`src/rtl/inst_fetch_stage.sv`:
```
// IF stage of the pipelined TSC core: owns the PC, fetches over a readM/ready
// handshake, fills IF/ID, and handles ID stall and branch/jump redirect.
module inst_fetch_stage #(
  parameter int unsigned          WORD_SIZE = 16,
  parameter logic [WORD_SIZE-1:0] RESET_PC  = 16'h0000,
  parameter logic [WORD_SIZE-1:0] NOP_INSTR = 16'hF03F
) (
  input  logic                 clk,
  input  logic                 reset,
  output logic                 i_readM,
  output logic [WORD_SIZE-1:0] i_address,
  input  logic [WORD_SIZE-1:0] i_data,
  input  logic                 i_ready,
  input  logic                 stall,
  input  logic                 redirect,
  input  logic [WORD_SIZE-1:0] redirect_pc,
  output logic [WORD_SIZE-1:0] if_id_instr,
  output logic [WORD_SIZE-1:0] if_id_pc,
  output logic                 if_id_valid,
  output logic [3:0]           opcode,
  output logic [5:0]           func_code
);

  typedef enum logic [1:0] {IDLE, REQ, FULL, DRAIN} state_t;

  state_t               state, state_n;
  logic [WORD_SIZE-1:0] pc, pc_n, tgt, tgt_n, skid, skid_n;
  logic [WORD_SIZE-1:0] pc_plus, load_word;
  logic                 load;
  logic                 read_n;
  logic [WORD_SIZE-1:0] instr_n, ipc_n;
  logic                 valid_n;

  assign pc_plus   = pc + WORD_SIZE'(1);
  assign i_address = pc;
  assign opcode    = if_id_instr[WORD_SIZE-1 -: 4];
  assign func_code = if_id_instr[5:0];

  // Next-state, PC and IF/ID selection.
  always_comb begin
    state_n   = state;
    pc_n      = pc;
    tgt_n     = tgt;
    skid_n    = skid;
    load      = 1'b0;
    load_word = skid;
    case (state)
      IDLE: begin
        state_n = REQ;
        if (redirect) pc_n = redirect_pc;
      end
      REQ: begin
        if (i_ready) begin
          if (redirect) begin
            pc_n = redirect_pc;
          end else if (!stall) begin
            load      = 1'b1;
            load_word = i_data;
            pc_n      = pc_plus;
          end else begin
            skid_n  = i_data;
            state_n = FULL;
          end
        end else if (redirect) begin
          tgt_n   = redirect_pc;
          state_n = DRAIN;
        end
      end
      FULL: begin
        if (redirect) begin
          pc_n    = redirect_pc;
          state_n = REQ;
        end else if (!stall) begin
          load      = 1'b1;
          load_word = skid;
          pc_n      = pc_plus;
          state_n   = REQ;
        end
      end
      DRAIN: begin
        // The in-flight word is discarded; the newest target wins.
        if (i_ready) begin
          pc_n    = redirect ? redirect_pc : tgt;
          state_n = REQ;
        end else if (redirect) begin
          tgt_n = redirect_pc;
        end
      end
      default: state_n = IDLE;
    endcase

    read_n  = (state_n == REQ) || (state_n == DRAIN);
    instr_n = NOP_INSTR;
    ipc_n   = '0;
    valid_n = 1'b0;
    if (redirect) begin
      instr_n = NOP_INSTR;
    end else if (stall) begin
      instr_n = if_id_instr;
      ipc_n   = if_id_pc;
      valid_n = if_id_valid;
    end else if (load) begin
      instr_n = load_word;
      ipc_n   = pc_plus;
      valid_n = 1'b1;
    end
  end

  always_ff @(posedge clk or posedge reset) begin
    if (reset) begin
      state       <= IDLE;
      pc          <= RESET_PC;
      tgt         <= '0;
      skid        <= '0;
      i_readM     <= 1'b0;
      if_id_instr <= NOP_INSTR;
      if_id_pc    <= '0;
      if_id_valid <= 1'b0;
    end else begin
      state       <= state_n;
      pc          <= pc_n;
      tgt         <= tgt_n;
      skid        <= skid_n;
      i_readM     <= read_n;
      if_id_instr <= instr_n;
      if_id_pc    <= ipc_n;
      if_id_valid <= valid_n;
    end
  end

endmodule

```
`config.mk`:
```
export PLATFORM = sky130hd
export DESIGN_NAME = inst_fetch_stage
export DESIGN_NICKNAME = d
export VERILOG_FILES = /design/src/rtl/inst_fetch_stage.sv
export SDC_FILE = /design/constraint.sdc
export NUM_CORES = 1
export LEC_CHECK = 0
export CORE_MARGIN = 4
export CORE_UTILIZATION = 50
export DETAILED_ROUTE_END_ITERATION = 8
export PLACE_DENSITY = 0.85
export SLEW_MARGIN = 40
export SYNTH_ARGS = -nofsm -noshare
export SYNTH_HDL_FRONTEND = slang
export SYNTH_SLANG_ARGS = --single-unit
```
`constraint.sdc`:
```
create_clock -name clk -period 7 [get_ports clk]
set_clock_uncertainty 0.15 [all_clocks]
set_input_delay 0.7 -clock clk [delete_from_list [all_inputs] [get_ports clk]]
set_output_delay 0.7 -clock clk [all_outputs]
set_load 0.01 [all_outputs]
```
# After elaboration in Yosys (flattened, before gate mapping)
# Cells that the tools add are included.
# totals
reg_bits	84
latch_bits	0
ramBits	0
romBits	0
input_bits	37
output_inout_bits	60
wordCells	56
mem_count	0
# classes
n_addsub	1
n_mul	0
div_mod_pow	0
n_lt_le_gt_ge	0
eq_ne	9
shifts	0
n_mux	30
bitwise_logic	2
reduce_logical	6
# ops
op	count
2-to-1 mux 16 bit	14
case mux 16 bit (4 select lines)	1
adder 16 x 1 -> 16 bit (second input constant)	1
2-to-1 mux 2 bit	7
case mux 2 bit (4 select lines)	1
equality test 2 bit (second input constant)	3
2-to-1 mux 1 bit	6
inequality test 2 bit (second input constant)	3
equality test 2 x 1 -> 1 bit (second input constant)	2
AND reduction 4 bit	1
AND reduction 3 bit	1
zero test 2 bit	1
inequality test 2 x 1 -> 1 bit (second input constant)	1
NOT 1 bit	2
case mux 1 bit (2 select lines)	1
AND reduction 2 bit	1
OR reduction 2 bit	1
logical OR 1 bit	1

# Logic depth before layout (Yosys ltp)
# Gate-level depths: netlist of the first run.
# logic_depth
word_depth	7
mapped_depth	9
depth_no_buf	7

# Worst setup path after synthesis of the first run
# Ideal clock, no wire load.
# synth_timing
path_type	register to register
from	register state[0]
to	register pc[12], in the netlist i_address[12]
setup_ns	0.121
arrival_ns	1.931
path_slack_ns	4.798
path_stages_with_launch	8
cell_sequence	dfrtp_1 -> inv_1 -> ha_1 -> or2_2 -> and3_1 -> a311oi_1 -> o21ai_0 -> a22o_1
# synth_via
elab_chain_cells	3
word_cells_on_any_way	9
cone_classes	eq/ne (6); mux (1); reduce/logical (2)
# synth_rtl
item	line	rtl
from (decl)	26	state_t state, state_n;
from (signal assigned)	120	state <= state_n;
equality test 2 x 1 -> 1 bit, or another cell as far along	47	case (state)
inequality test 2 bit (no source line)	-	
AND reduction 3 bit (no source line)	-	
to (signal assigned)	121	pc <= pc_n;
to (decl)	27	logic [WORD_SIZE-1:0] pc, pc_n, tgt, tgt_n, skid, skid_n;
# Parallel ways exist; a longest one is shown, timed or not.
# A chain may end at the register's enable or synchronous reset.

# Worst setup path after layout of the first run
# layout_timing
from	input port stall
to	register skid[7]
# layout_via
elab_chain_cells	1
# layout_rtl
item	line	rtl
from (decl)	14	input logic stall,
AND reduction 4 bit (no source line)	-	
to (signal assigned)	123	skid <= skid_n;
to (decl)	27	
# Every way passes these cells.

==> results of run 1 <==
-- cells by family (layout without fill, tap and decap cells) --
| logic type | after synthesis | count (layout) | share of synthesized area (%) |
|---|---|---|---|
| xor+xnor | 14 | 14 | 2.85 |
| mux | 39 | 39 | 10.0 |
| simple gates | 124 | 124 | 13.6 |
| compound gates | 105 | 105 | 17.5 |
| flops | 83 | 83 | 48.6 |
| buf+inv | 40 | 123 | 5.38 |
| fa+ha+maj | 7 | 7 | 2.04 |
-- layer usage --
| layer | wire, µm | vias to the layer above | global-route usage, % |
|---|---|---|---|
| met5 | 0 | - | 0 |
| met4 | 299 | 0 | 10.4 |
| met3 | 583 | 23 | 3.60 |
| met2 | 5210 | 131 | 33.9 |
| met1 | 4710 | 1672 | 31.0 |
| li1 | - | 1643 | - |
-- state kept, by name (all words and copies together), names as in the netlist --
register     flops
i_address       16
if_id_instr     16
if_id_pc        16
if_id_valid      1
skid            16
state            2
tgt             16
-- layout by cell type (no fill, tap or decap), types with 9 or more instances in the layout --
master            n
a22o_1           11
a31oi_1          12
clkbuf_8          9
clkdlybuf4s50_1  95
dfrtp_1          73
dfstp_2          10
mux2_2           32
nand2_1          63
nor2_1           26
o21ai_0          28
o21ai_2           9
-- layout make-up --
type / instances / area (µm²) / area share, %
Sequential cell: 83 / 2090 / 38.6
Tap cell: 105 / 131 / 2.43
Clock inverter: 7 / 56.3 / 1.04
Clock buffer: 9 / 124 / 2.29
Timing Repair Buffer: 99 / 982 / 18.1
Inverter: 8 / 31.3 / 0.578
Multi-Input combinational cell: 289 / 2000 / 36.9
-- worst max-delay path, stage by stage --
cell,delay [ns]
clkdlybuf4s50_1,0.58
nor2b_4,0.57
nand2_1,0.59
mux2_2,0.46
-- worst paths after layout --
path / start / to
max: stall / skid[7]
max in group asynchronous: reset / tgt[13]
min: if_id_valid / if_id_valid
max reg2reg: state[0] / if_id_instr[9]
min reg2reg: if_id_valid / if_id_valid
min in group asynchronous: reset / if_id_instr[8]
-- power breakdown --
| group | switching [µW] | internal [µW] |
|---|---|---|
| Sequential | 171 | 659 |
| Combinational | 485 | 470 |
| Clock | 196 | 135 |
| Total | 853 | 1260 |
-- through the flow --
| step | cell area [µm²] | utilization [%] | setup WS [ns] | total power [µW] |
|---|---|---|---|---|
| after floorplan | 4300 | - | 4.03 | 1420 |
| after global placement | 5220 | 62.9 | 3.16 | 1730 |
| after detailed placement | 5230 | 63.0 | 3.36 | 1780 |
| after CTS | 5410 | 65.2 | 3.74 | 2110 |
| after global routing | 5410 | 65.2 | 4.04 | 2250 |
| final | 5410 | 65.2 | 4.20 | 2120 |
==> results_dict.tcl, run 1 <==
set metrics [dict create \
    syn-cell-area_mm2 0.00430 \
    finalSetupTns_ns 0 \
    pin_count 97 \
    final_max_slew_viol_count 0 \
    yosysSeqAreaShare_pct 48.6 \
    place.gp.congestion 0.860 \
    synth_area_leader_cell "dfrtp_1" \
    portBuffers 96 \
    cts_tree "yes" \
    layout-drive-gt1-share_pct 17.2 \
    vias_per_cell 5.78 \
    post-route-period-util_pct 40.0 \
    max_freq_mhz 357 \
    syn_inst 412 \
    yosysMostFrequentCell "dfrtp_1" \
    critical_path_arrival_ns 2.91 \
    synth_nets 456 \
    synth_edf_count 0 \
    wl_um 10800 \
    ys_top_cells_by_area "dfrtp_1 42%, mux2_2 8.4%, dfstp_2 6.1%" \
    nFillCells 652 \
    dp_cells 584 \
    hpwl_um 7690 \
    fin_crit_ns 2.80 \
    p_leak_uw 0.00224 \
    layout.nets 534 \
    die_x_um 101 \
    cp_max_fo 26 \
    final_cells 600 \
    dieArea_mm2 0.0102 \
    wl_per_cell_um 18.0 \
    ff2ff_path_depth 5 \
    start_util_pct 51.8 \
    root_buffer "clkbuf_8" \
    rsz0062_at_grt "false" \
    finalSetupViolations 0 \
    grt_usage_pct 22.2 \
    clk_path_buf_depth 2 \
    post-cts-setup-buffers 0 \
    htreeDepth 3 \
    worst_pin_slew_ns 0.768 \
    yosysUniqueCellTypes 64 \
    grt_pass1_wl_um 17700 \
    hold_viol_final 0 \
    synth_top_cells_by_count "73 x dfrtp_1, 63 x nand2_1, 32 x mux2_2" \
    cts_hold_buf 0 \
    slew_headroom_pct 48.8 \
    post_synth.cell_area_avg_um2 10.4 \
    ys_dominant_reg_cell "dfrtp_1" \
    antenna_found_initial 0 \
    clk_pin_slew_ns 0.09 \
    core_area_mm2 0.00830 \
    required_ns 7.11 \
    cts_buffers 9 \
    yosys_warnings 0 \
    area_growth_pct 25.8 \
    status "finished clean" \
    grt_pass1_vias 3426 \
    antenna_left 0 \
    crit_path_end_kind "flip-flop" \
    critPathKind "input pin to flip-flop" \
    regToRegSetupSlack_ns 4.22 \
    start_kind "input pin" \
    power_density_mw_per_mm2 391 \
    drv_cap 0 \
    die_y_um 101 \
    diodes 0 \
    grt-ovfl-total 0 \
    drc 0 \
    cts.sinks 83 \
    vias 3469 \
    synth_top_area_share_pct 42.5 \
    min_path_type "flip-flop to flip-flop" \
    hold_depth 2 \
    synth-seq-cells 83 \
    async_reset_ff_share_pct 100 \
    cts_resized 0 \
    worstSkewPairLatency_ns 0.37 \
    rows 33 \
    hold_ws_ns 0.334 \
    drt_iter0_drc 291 \
    drt-pass1-iter-count 7 \
    grt_start_max_net_pins 84 \
    peakVddDrop_uv 222 \
]
Power figures use the tool's default switching activity.
==> run 2, diff against run 1 <==
==> constraint.sdc (replaced) <==
create_clock -name clk -period 2.9 [get_ports clk]
set_clock_uncertainty 0.15 [all_clocks]
set_input_delay 0.29 -clock clk [delete_from_list [all_inputs] [get_ports clk]]
set_output_delay 0.29 -clock clk [all_outputs]
set_load 0.01 [all_outputs]
==> results_dict.tcl, run 2 (same netlist as run 1, synthesis figures left out) <==
set metrics [dict create \
    cp_max_fo 8 \
    critPathKind "flip-flop to flip-flop" \
    hpwl_um 8040 \
    grt_pass1_wl_um 17800 \
    min_path_type "input pin to async pin" \
    power.internal_uw 3270 \
    crit_buf_inv 1 \
    vias_per_cell 5.84 \
    worstSkewPairLatency_ns 0.36 \
    grt-ovfl-total 0 \
    p_leak_uw 0.00230 \
    cts_hold_buf 0 \
    start_kind "flip-flop" \
    die_x_um 101 \
    layout-drive-gt1-share_pct 18.4 \
    worst_pin_slew_ns 0.725 \
    layout.nets 545 \
    grt_usage_pct 22.3 \
    slowest_stage "dfrtp_1" \
    clk_pin_slew_ns 0.09 \
    setup_slack_ns 0.366 \
    cts_buffers 9 \
    netSwitchingPower_uw 2020 \
    core_area_mm2 0.00830 \
    rsz0062_at_grt "false" \
    drc 0 \
    finalSetupTns_ns 0 \
    post-place-ws_ns 0.437 \
    peakVddDrop_uv 688 \
    power_density_mw_per_mm2 953 \
    die_y_um 101 \
    rows 33 \
    htreeDepth 3 \
    crit_path_end_kind "flip-flop" \
    cp_cell_sequence "inv_1 -> ha_1 -> or2_2 -> and3_1 -> a311oi_1 -> o21ai_0 -> a22o_1" \
    wl_um 11000 \
    fin_crit_ns 2.53 \
    layout_common_cells "96 x clkdlybuf4s50_1, 73 x dfrtp_1, 63 x nand2_1" \
    antenna_found_initial 0 \
    vias 3566 \
    root_buffer "clkbuf_8" \
    pin_count 97 \
    drt_iter0_drc 326 \
    grt_start_max_net_pins 52 \
    portBuffers 96 \
    max_freq_mhz 395 \
    final_common_cell "clkdlybuf4s50_1" \
    hold_viol_final 0 \
    diodes 0 \
    finalSetupViolations 0 \
    dieArea_mm2 0.0102 \
    drt-pass1-iter-count 5 \
    drv_cap 0 \
    slew_headroom_pct 51.7 \
    start_util_pct 51.8 \
    cts.sinks 83 \
    antenna_left 0 \
    required_ns 2.99 \
    post-route-period-util_pct 87.4 \
    p_clk_share_pct 17.1 \
    place.gp.congestion 0.908 \
    cts_tree "yes" \
    crit_path_max_incr_delay_ns 0.48 \
    status "finished clean" \
    area_growth_pct 28.9 \
    critical_path_arrival_ns 2.63 \
    grt_pass1_vias 3420 \
    final_max_slew_viol_count 0 \
    p_sw_share_pct 38.2 \
    post-cts-setup-buffers 0 \
    crit_family "compound AO/OA/AOI/OAI gates" \
    cts_resized 0 \
    pwr-share-seq_pct 38.1 \
    pwr-share-comb_pct 44.8 \
    clk_path_buf_depth 2 \
    wl_per_cell_um 17.9 \
]
[run 2: layout make-up]
type	count	area, µm²
Fill cell	641	2750
Sequential cell	83	2090
Multi-Input combinational cell	289	1980
Timing Repair Buffer	110	1090
Tap cell	105	131
Clock buffer	10	128
Clock inverter	6	90.1
Inverter	8	31.3
[run 2: final timing paths]
path	endpoint	slack (ns)	start	cells after the start
setup / recovery	i_address[12]	0.37	state[0]	7
hold / removal	if_id_instr[11]	0.14	reset	2
setup reg to reg	i_address[12]	0.37	state[0]	7
hold reg to reg	if_id_pc[8]	0.33	if_id_pc[8]	2
max in group asynchronous	i_address[2]	1.80	reset	3
min in group clk	if_id_instr[15]	0.32	i_data[15]	3
[run 2: power by group through the flow]
| stage | clock network (µW) | registers, µW | logic [µW] |
|---|---|---|---|
| after global placement | 0 | 1990 | 2270 |
| final | 904 | 2020 | 2370 |
| after detailed placement | 0 | 2020 | 2350 |
| after CTS | 916 | 2000 | 2360 |
| after global routing | 957 | 2080 | 2570 |
| after floorplan | 0 | 1990 | 1440 |
[run 2: per-layer routing]
layer | global-route usage, % | vias to the layer above | part of all wire [%]
met5 | 0 | - | 0
met4 | 8.60 | 0 | 2.0
met3 | 2.56 | 13 | 6.2
met2 | 35.3 | 134 | 48
met1 | 31.5 | 1757 | 44
li1 | - | 1662 | -
[run 2: worst register-to-register path, cell delays in order, from the launching register on]
cell and delay (ns):
dfrtp_1 0.48, inv_1 0.13, ha_1 0.41, or2_2 0.38, and3_1 0.20, a311oi_1 0.31, o21ai_0 0.14, a22o_1 0.22
[run 2: stage by stage]
stage / cell area, µm² / utilization (%) / std cells / hold slack [ns] / total power [µW]
after global routing: 5550 / 66.8 / 611 / 0.183 / 5600
after floorplan: 4300 / - / 412 / 0.256 / 3430
final: 5550 / 66.8 / 611 / 0.141 / 5280
after CTS: 5550 / 66.8 / 611 / 0.154 / 5280
after global placement: 5330 / 64.2 / 595 / 0.317 / 4270
after detailed placement: 5330 / 64.2 / 595 / 0.320 / 4370
